File: src/rtl/alu_ctrl_pkg.sv
// Shared definitions for the LC-3 ALU-class control sequencers:
// FSM states, opcode and ALUK encodings, plus small decode helpers.
package alu_ctrl_pkg;

    typedef enum logic [2:0] {
        IDLE      = 3'd0,
        DECODE    = 3'd1,
        EXECUTE   = 3'd2,
        WRITEBACK = 3'd3,
        DONE      = 3'd4
    } state_e;

    localparam logic [3:0] OP_ADD = 4'b0001;
    localparam logic [3:0] OP_AND = 4'b0101;
    localparam logic [3:0] OP_NOT = 4'b1001;

    localparam logic [1:0] ALUK_ADD  = 2'b00;
    localparam logic [1:0] ALUK_AND  = 2'b01;
    localparam logic [1:0] ALUK_PASS = 2'b10;
    localparam logic [1:0] ALUK_NOT  = 2'b11;

    function automatic logic op_is_legal(input logic [3:0] op);
        return (op == OP_ADD) || (op == OP_AND) || (op == OP_NOT);
    endfunction

    function automatic logic [1:0] aluk_of(input logic [3:0] op);
        case (op)
            OP_ADD:  return ALUK_ADD;
            OP_AND:  return ALUK_AND;
            OP_NOT:  return ALUK_NOT;
            default: return ALUK_PASS;
        endcase
    endfunction

endpackage

File: src/rtl/nzp_gen.sv
// Combinational condition-code generator: one-hot {N,Z,P} from a 16-bit value.
// Shared with the load/store sequencer.
module nzp_gen (
    input  logic [15:0] value_i,
    output logic [2:0]  nzp_o
);

    logic n_bit;
    logic z_bit;

    assign n_bit = value_i[15];
    assign z_bit = (value_i == 16'd0);
    assign nzp_o = {n_bit, z_bit, ~(n_bit | z_bit)};

endmodule

File: src/rtl/alu_op_sequencer.sv
// Multicycle control FSM for LC-3 ADD/AND/NOT: decodes the captured IR, drives
// ALU and register-file controls, then commits LD_REG/LD_CC and the NZP register.
module alu_op_sequencer
    import alu_ctrl_pkg::*;
#(
    parameter int unsigned EXEC_CYCLES = 1
) (
    input  logic        Clk,
    input  logic        Reset_n,
    input  logic        start,
    input  logic [15:0] IR,
    input  logic [15:0] ALU_OUT,
    output logic        busy,
    output logic        done,
    output logic        illegal,
    output logic [1:0]  ALUK,
    output logic        SR2MUX,
    output logic [2:0]  SR1_SEL,
    output logic [2:0]  SR2_SEL,
    output logic [2:0]  DR_SEL,
    output logic        LD_REG,
    output logic        LD_CC,
    output logic [2:0]  NZP
);

    localparam logic [3:0] EXEC_LOAD = 4'(EXEC_CYCLES - 1);

    state_e      state_q;
    logic [15:0] ir_q;
    logic [3:0]  exec_cnt_q;
    logic        busy_q;
    logic        done_q;
    logic        illegal_q;
    logic [1:0]  aluk_q;
    logic        sr2mux_q;
    logic [2:0]  sr1_sel_q;
    logic [2:0]  sr2_sel_q;
    logic [2:0]  dr_sel_q;
    logic        ld_reg_q;
    logic        ld_cc_q;
    logic [2:0]  nzp_q;
    logic [2:0]  nzp_d;
    logic [3:0]  op;
    logic        ir_imm_unused;

    assign op = ir_q[15:12];
    // imm5[4:3] is consumed by the datapath's sext, never by the controller
    assign ir_imm_unused = ^ir_q[4:3];

    nzp_gen u_nzp_gen (
        .value_i (ALU_OUT),
        .nzp_o   (nzp_d)
    );

    // Outputs are registered with the value belonging to the state being entered,
    // so every control is stable for the whole cycle of its state.
    always_ff @(posedge Clk) begin
        if (!Reset_n) begin
            state_q    <= IDLE;
            ir_q       <= 16'd0;
            exec_cnt_q <= 4'd0;
            busy_q     <= 1'b0;
            done_q     <= 1'b0;
            illegal_q  <= 1'b0;
            aluk_q     <= ALUK_PASS;
            sr2mux_q   <= 1'b0;
            sr1_sel_q  <= 3'd0;
            sr2_sel_q  <= 3'd0;
            dr_sel_q   <= 3'd0;
            ld_reg_q   <= 1'b0;
            ld_cc_q    <= 1'b0;
            nzp_q      <= 3'b000;
        end else begin
            case (state_q)
                IDLE: begin
                    if (start) begin
                        state_q   <= DECODE;
                        ir_q      <= IR;
                        busy_q    <= 1'b1;
                        dr_sel_q  <= IR[11:9];
                        sr1_sel_q <= IR[8:6];
                        sr2_sel_q <= IR[2:0];
                    end
                end
                DECODE: begin
                    if (op_is_legal(op)) begin
                        state_q    <= EXECUTE;
                        exec_cnt_q <= EXEC_LOAD;
                        aluk_q     <= aluk_of(op);
                        sr2mux_q   <= (op == OP_NOT) ? 1'b0 : ir_q[5];
                    end else begin
                        state_q   <= DONE;
                        done_q    <= 1'b1;
                        illegal_q <= 1'b1;
                        dr_sel_q  <= 3'd0;
                        sr1_sel_q <= 3'd0;
                        sr2_sel_q <= 3'd0;
                    end
                end
                EXECUTE: begin
                    if (exec_cnt_q == 4'd0) begin
                        state_q  <= WRITEBACK;
                        ld_reg_q <= 1'b1;
                        ld_cc_q  <= 1'b1;
                    end else begin
                        exec_cnt_q <= exec_cnt_q - 4'd1;
                    end
                end
                WRITEBACK: begin
                    state_q   <= DONE;
                    done_q    <= 1'b1;
                    nzp_q     <= nzp_d;
                    ld_reg_q  <= 1'b0;
                    ld_cc_q   <= 1'b0;
                    aluk_q    <= ALUK_PASS;
                    sr2mux_q  <= 1'b0;
                    dr_sel_q  <= 3'd0;
                    sr1_sel_q <= 3'd0;
                    sr2_sel_q <= 3'd0;
                end
                DONE: begin
                    state_q   <= IDLE;
                    busy_q    <= 1'b0;
                    done_q    <= 1'b0;
                    illegal_q <= 1'b0;
                end
                default: begin
                    state_q <= IDLE;
                    busy_q  <= 1'b0;
                    done_q  <= 1'b0;
                end
            endcase
        end
    end

    assign busy    = busy_q;
    assign done    = done_q;
    assign illegal = illegal_q;
    assign ALUK    = aluk_q;
    assign SR2MUX  = sr2mux_q;
    assign SR1_SEL = sr1_sel_q;
    assign SR2_SEL = sr2_sel_q;
    assign DR_SEL  = dr_sel_q;
    assign LD_REG  = ld_reg_q;
    assign LD_CC   = ld_cc_q;
    assign NZP     = nzp_q;

endmodule

File: config.mk
export PLATFORM = sky130hd
export DESIGN_NAME = alu_op_sequencer
export DESIGN_NICKNAME = d
export VERILOG_FILES = /design/src/rtl/alu_ctrl_pkg.sv /design/src/rtl/nzp_gen.sv /design/src/rtl/alu_op_sequencer.sv
export SDC_FILE = /design/constraint.sdc
export NUM_CORES = 1
export LEC_CHECK = 0
export CORE_MARGIN = 4
export CORE_UTILIZATION = 40
export DETAILED_ROUTE_END_ITERATION = 8
export DONT_BUFFER_PORTS = 1
export GPL_ROUTABILITY_DRIVEN = 0
export GPL_TIMING_DRIVEN = 0
export PLACE_DENSITY_LB_ADDON = 0.12
export SYNTH_ARGS = -nofsm -noshare
export SYNTH_HDL_FRONTEND = slang
export SYNTH_SLANG_ARGS = --single-unit
File: constraint.sdc
create_clock -name Clk -period 1.4 [get_ports Clk]
set_input_delay 0.28 -clock Clk [delete_from_list [all_inputs] [get_ports Clk]]
set_output_delay 0.28 -clock Clk [all_outputs]
set_load 0.03 [all_outputs]
# ---- After elaboration in Yosys (flattened, before gate mapping)
# Index checks and enable logic that the tools add are counted.
dict set report totals {
  ff_bits 42
  in_bits 35
  output_inout_bits 20
  elab_cells 78
}
dict set report op_classes {
  add_sub_neg 1
  n_eq_ne 12
  muxes 27
  n_bitwise 4
  n_reduce_logical 21
}
# operator n
set op_table {}
lappend op_table {{$pmux 3 s3} 3}
lappend op_table {{$mux 3} 7}
lappend op_table {{$logic_not 16->1} 1}
lappend op_table {{$reduce_and 2->1} 7}
lappend op_table {{$pmux 3 s4} 1}
lappend op_table {{$ne 2x2->1 const B} 5}
lappend op_table {{$mux 4} 2}
lappend op_table {{$pmux 1 s2} 4}
lappend op_table {{$pmux 4 s2} 1}
lappend op_table {{$reduce_bool 2->1} 4}
lappend op_table {{$eq 3x2->1 const B} 2}
lappend op_table {{$pmux 2 s3} 1}
lappend op_table {{$reduce_and 3->1} 2}
lappend op_table {{$mux 1} 5}
lappend op_table {{$eq 4x1->1 const B} 1}
lappend op_table {{$eq 4x3->1 const B} 1}
lappend op_table {{$eq 4x4->1 const B} 1}
lappend op_table {{$logic_not 4->1} 1}
lappend op_table {{$pmux 2 s2} 1}
lappend op_table {{$sub 4x1->4 const B} 1}
lappend op_table {{$eq 3x1->1 const B} 1}
lappend op_table {{$eq 3x3->1 const B} 1}
lappend op_table {{$logic_not 3->1} 1}
lappend op_table {{$not 1->1} 3}
lappend op_table {{other kinds (7)} 8}

# ---- Longest topological paths before layout
dict set report logic_depth {
  word_depth 5
  depth_mapped 6
  mapped_depth_nobuf 6
}

# ---- Modules after synthesis
# From an unflattened synthesis, not the netlist that was laid out.
dict set report unflattened {
  cells_unflattened 140
  area_unflattened_um2 1375.1
}
# mod n_inst cells_per_inst area_each_um2 seq_area_each_um2
set by_module_without_submodules {}
lappend by_module_without_submodules {alu_op_sequencer 1 132 1317.5 620.6}
lappend by_module_without_submodules {nzp_gen 1 8 57.6 0.0}

# ---- Worst setup path before layout
# OpenSTA, ideal clock, no wires.
dict set report synth_path {
  path_type {register to register}
  startpoint {register state_q[0]}
  endpoint {register aluk_q[0] (netlist: ALUK[0])}
  setup_ps 122
  arrival_time_ps 1142
  required_time_ps 1278
  path_slack_ps 137
  stages_incl_launch_ff 5
  n_path_buf 1
  period_less_slack_ps 1263
  cell_sequence {dfxtp_1 buf_2 nor3b_2 nand3_1 o311a_1}
}
dict set report synth_via {
  elab_chain_len 3
  word_cells_on_any_way 6
  cone_classes {eq/ne: 3; mux: 1; reduce/logical: 2}
}
# item line_no
set synth_lines {}
lappend synth_lines {{start: declaration} alu_op_sequencer.sv:28} ;# state_e state_q;
lappend synth_lines {{start signal: assignment} alu_op_sequencer.sv:59} ;# state_q <= IDLE;
lappend synth_lines {{start signal: assignment} alu_op_sequencer.sv:77} ;# state_q <= DECODE;
lappend synth_lines {{start signal: assignment} alu_op_sequencer.sv:87} ;# state_q <= EXECUTE;
lappend synth_lines {{$eq 3x1->1 or $eq 3x2->1 (tied branches)} alu_op_sequencer.sv:74} ;# case (state_q)
lappend synth_lines {{$ne 2x2->1 (no source line) or $reduce_bool 2->1 (tied branches)} -}
lappend synth_lines {{$reduce_and 2->1 (no source line)} -}
lappend synth_lines {{end signal: assignment} alu_op_sequencer.sv:89} ;# aluk_q <= aluk_of(op);
lappend synth_lines {{end: declaration} alu_op_sequencer.sv:34} ;# logic [1:0] aluk_q;
# Several ways; a longest one is shown, not always the timed one.
# A chain may end at the register's enable or synchronous reset.

# ---- Worst setup path in the final report
dict set report layout_path {
  startpoint {register state_q[1]}
  endpoint {register ir_q[14]}
}
dict set report layout_via {
  elab_chain_len 2
}
# item line_no
set layout_lines {}
lappend layout_lines {{$logic_not 3->1} alu_op_sequencer.sv:74}
lappend layout_lines {{$reduce_and 2->1 (no source line)} -}
lappend layout_lines {{end signal: assignment} alu_op_sequencer.sv:60} ;# ir_q <= 16'd0;
lappend layout_lines {{end signal: assignment} alu_op_sequencer.sv:78} ;# ir_q <= IR;
lappend layout_lines {{end: declaration} alu_op_sequencer.sv:29} ;# logic [15:0] ir_q;
# No other way between the ends.

==> impl_summary.log <==
INFO  metric critPathMaxFanout = 9
INFO  metric core_area = 3661 um^2
INFO  metric finish.utilization = 49.28%
INFO  metric first_global_vias = 1402
INFO  metric most_area_hungry_cell_type_in_the_yosys_netlist = sky130_fd_sc_hd__dfxtp_1
INFO  metric filler_cell_count = 342
INFO  metric placement_rows = 22
INFO  metric grt_antenna_before_repair = 0
INFO  metric finalClockSkew = 0.003798 ns
INFO  metric ys_seq_area_share = 40.76%
INFO  metric pwr-share-comb = between 10% and 20%
INFO  metric max_slew.worst_pin.slew = 0.4916 ns
INFO  metric final_net_count = 226
INFO  metric met3_grt_util = 6.377%
INFO  metric layout_min_cycle_time = 1.349 ns
INFO  metric max_slew_violation_total_from_the_final_report = 0
INFO  metric synth_cells = ~180
INFO  metric finalSetupTns = 0 ns
INFO  metric synthToLayoutAreaGrowth = 18.49%
INFO  metric synth-edff-count = 0
INFO  metric critical_path_arrival = 1.53 ns
INFO  metric number_of_buffers_added_by_the_clock_tree_synthesis_step = 5
INFO  metric crit_type = flip-flop to flip-flop
INFO  metric cts_tree = yes
INFO  metric ios = between 50 and 60
INFO  metric post_detailed_route_drc_marker_count = 0
INFO  metric total_number_of_vias = 1300
INFO  metric io_buffers = 0
INFO  metric cp-end-kind = flip-flop
INFO  metric die_footprint = 4858 um^2
INFO  metric clock_tree.buffer_depth = 2
INFO  metric grt_first_pass_wirelength = 6334 um
INFO  metric final_antenna_net_count = 0
INFO  metric worstSkewPairLatency = 0.28 ns
INFO  metric grt_setup_unrepaired = true
INFO  metric ys_seq_elements = 31
INFO  metric synthesized_netlist_net_count = 215
INFO  metric worstHoldPathType = primary input to flip-flop
INFO  metric netlist_top_cells_area = sky130_fd_sc_hd__dfxtp_1 (41%), sky130_fd_sc_hd__nor2b_1 (7.4%), sky130_fd_sc_hd__nand3_1 (5.6%)
INFO  metric drt_first_iter_violations = 45
INFO  metric post_dp_cell_area = 1583 um^2
INFO  metric power.sequential.fraction = 49.5%
INFO  metric ys.flop_type = sky130_fd_sc_hd__dfxtp_1
INFO  metric timing.slew.headroom = around two thirds
INFO  metric grt_util_met2 = between 20 and 30%
INFO  metric finalInstanceArea = 1804 um^2
INFO  metric timing.fmax = 0.7414 GHz
INFO  metric insertedDiodeCount = 0
INFO  metric postSynthAreaPerCell = 8.555 um^2
INFO  metric power.share.switching = a little over a quarter
INFO  metric setup_ws = a little over 0.05 ns
INFO  metric drt-total-wl = 3682 um
INFO  metric power_per_cell_area = roughly 1100 nW/um^2
INFO  metric setup_viol = 0
INFO  metric crit_required = 1.58 ns
INFO  metric initial_cell_density_of_the_core = 41.59%
INFO  metric switchingPower = 0.5520 mW
INFO  metric max_cap_viol_count = 0
INFO  metric post-route-period-util = 96.35%
INFO  metric drt_pass1_iterations = 4
INFO  metric ffs_w_async_s_r_synth = 0%
INFO  metric cts_num_sinks = 31
INFO  metric placed_cells = 226
INFO  metric run_status = finished clean
INFO  metric drive_above_1_share = 17.37%
INFO  metric wl_per_cell = 15.47 um
INFO  metric p_clk_share = 38.3%
INFO  metric htree_levels = 2
INFO  metric ctsRootBufferMaster = sky130_fd_sc_hd__clkbuf_8
INFO  metric grt_start_max_net_pins = 11
INFO  metric die_y = 69.70 um
INFO  metric maximum_vdd_drop = 0.0004818 V
INFO  metric floorplan.die.width = about 70 um
INFO  metric syn-cell-area = 1523 um^2
INFO  metric drt-vias-per-instance = 5.462
INFO  metric synth_cell_types = 38
INFO  metric synthTopCellsByCount = sky130_fd_sc_hd__dfxtp_1 (31), sky130_fd_sc_hd__nand2_1 (19), sky130_fd_sc_hd__nor2b_1 (18)
INFO  metric internal-power = 1.492 mW
INFO  metric global_route.usage.met1 = between 10% and 20%
INFO  metric worstSetupStartpointType = flip-flop
INFO  metric post-place-ws = -0.08722 ns
INFO  metric finalHoldViolCount = 0
INFO  metric global_route.peak_usage_layer = met2
INFO  metric total_power = 2.044 mW
INFO  metric post-synth-top-area-fraction = 40.76%
INFO  metric place_hpwl = 2674 um
INFO  metric stdcell_count = 238
INFO  metric grt_use_total = 15.84%
INFO  metric holdWs = around 0.15 ns
INFO  metric yosysWarningCount = 0
INFO  metric yosysMostFrequentCell = sky130_fd_sc_hd__dfxtp_1
INFO  metric clk_transition_reported_paths = approximately 0.06 ns
INFO  metric power.leakage = between 0.6 and 0.7 nW
INFO  metric grt-ovfl-total = 0
## cells by family after synthesis
logic type	share of synthesized area [%]
AO/OA/AOI/OAI	17.34
adder cells (fa/ha/maj)	1.643
buffers and inverters	5.587
flip-flops	40.76
multiplexers	3.287
AND/OR/NAND/NOR	31.39
## layout by cell type, fill, tap and decap left out, types with 3 or more instances in the layout
cell type and instances:
sky130_fd_sc_hd__nand3b_1 3, sky130_fd_sc_hd__nand2_1 19, sky130_fd_sc_hd__buf_4 6, sky130_fd_sc_hd__nor2b_1 18
sky130_fd_sc_hd__o21a_1 8, sky130_fd_sc_hd__o21ai_0 8, sky130_fd_sc_hd__inv_1 4, sky130_fd_sc_hd__nor3b_4 3
sky130_fd_sc_hd__a21boi_0 3, sky130_fd_sc_hd__clkbuf_8 7, sky130_fd_sc_hd__clkbuf_1 5, sky130_fd_sc_hd__nor2_1 4
sky130_fd_sc_hd__a21oi_1 12, sky130_fd_sc_hd__mux2i_1 4, sky130_fd_sc_hd__nor4_1 4, sky130_fd_sc_hd__nand3_1 16
sky130_fd_sc_hd__dfxtp_1 30
## sequential cells by signal, indices dropped and copies added, names as in the netlist
signal,cells
ALUK,2
DR_SEL,3
LD_CC,1
NZP,3
SR1_SEL,3
SR2MUX,1
SR2_SEL,3
busy,1
done,1
exec_cnt_q,4
illegal,1
ir_q,5
state_q,3
## layer usage
metal,part of all wire (%),vias up
met3,9.3,8
met4,1.1,0
li1,-,649
met2,47,44
met1,42,599
met5,0,-
## power groups by stage
stage	Sequential [mW]	Combinational, mW	Clock (mW)
2_1_floorplan	1.02	0.171	0
3_3_place_gp	1.03	0.203	0
3_5_place_dp	1.03	0.208	0
4_1_cts	1.01	0.213	0.799
5_1_grt	1.02	0.279	0.834
6_report	1.01	0.250	0.783
## critical path, cell delays in order, from the launching register on
cell	delay, ns
sky130_fd_sc_hd__dfxtp_2	0.34
sky130_fd_sc_hd__nand2b_4	0.14
sky130_fd_sc_hd__buf_6	0.14
sky130_fd_sc_hd__nor3_4	0.22
sky130_fd_sc_hd__buf_12	0.15
sky130_fd_sc_hd__mux2i_2	0.20
sky130_fd_sc_hd__nor2b_1	0.06
## path summary, 6_finish.rpt
path | startpoint | endpoint | slack [ns] | cells after the start
setup / recovery | state_q[1]$_SDFFE_PN0P_ | ir_q[14]$_SDFFE_PN0P_ | 0.05 | 6
hold / removal | IR[1] | SR2_SEL[1]$_SDFFE_PN0P_ | 0.15 | 2
setup reg to reg | state_q[1]$_SDFFE_PN0P_ | ir_q[14]$_SDFFE_PN0P_ | 0.05 | 6
hold reg to reg | exec_cnt_q[1]$_SDFFE_PN0P_ | exec_cnt_q[1]$_SDFFE_PN0P_ | 0.48 | 2
## area by class of cell
class | instances | area, um^2 | area share, %
Multi-Input combinational cell | 130 | 882.1 | 48.89
Sequential cell | 31 | 621.8 | 34.47
Clock buffer | 8 | 100.1 | 5.548
Buffer | 13 | 82.58 | 4.577
Tap cell | 48 | 60.06 | 3.329
Timing Repair Buffer | 4 | 42.54 | 2.358
Inverter | 4 | 15.01 | 0.8322
## what timing repair did
item                                    in CTS  in global routing
pin swaps                                    1                  3
endpoints found under the hold margin        0                  0
endpoints found under the setup margin      14                 24
resized for setup                            2                 20
buffers inserted                             0                  4
hold buffers                                 0                  0
(Power assumes the default switching activity.)
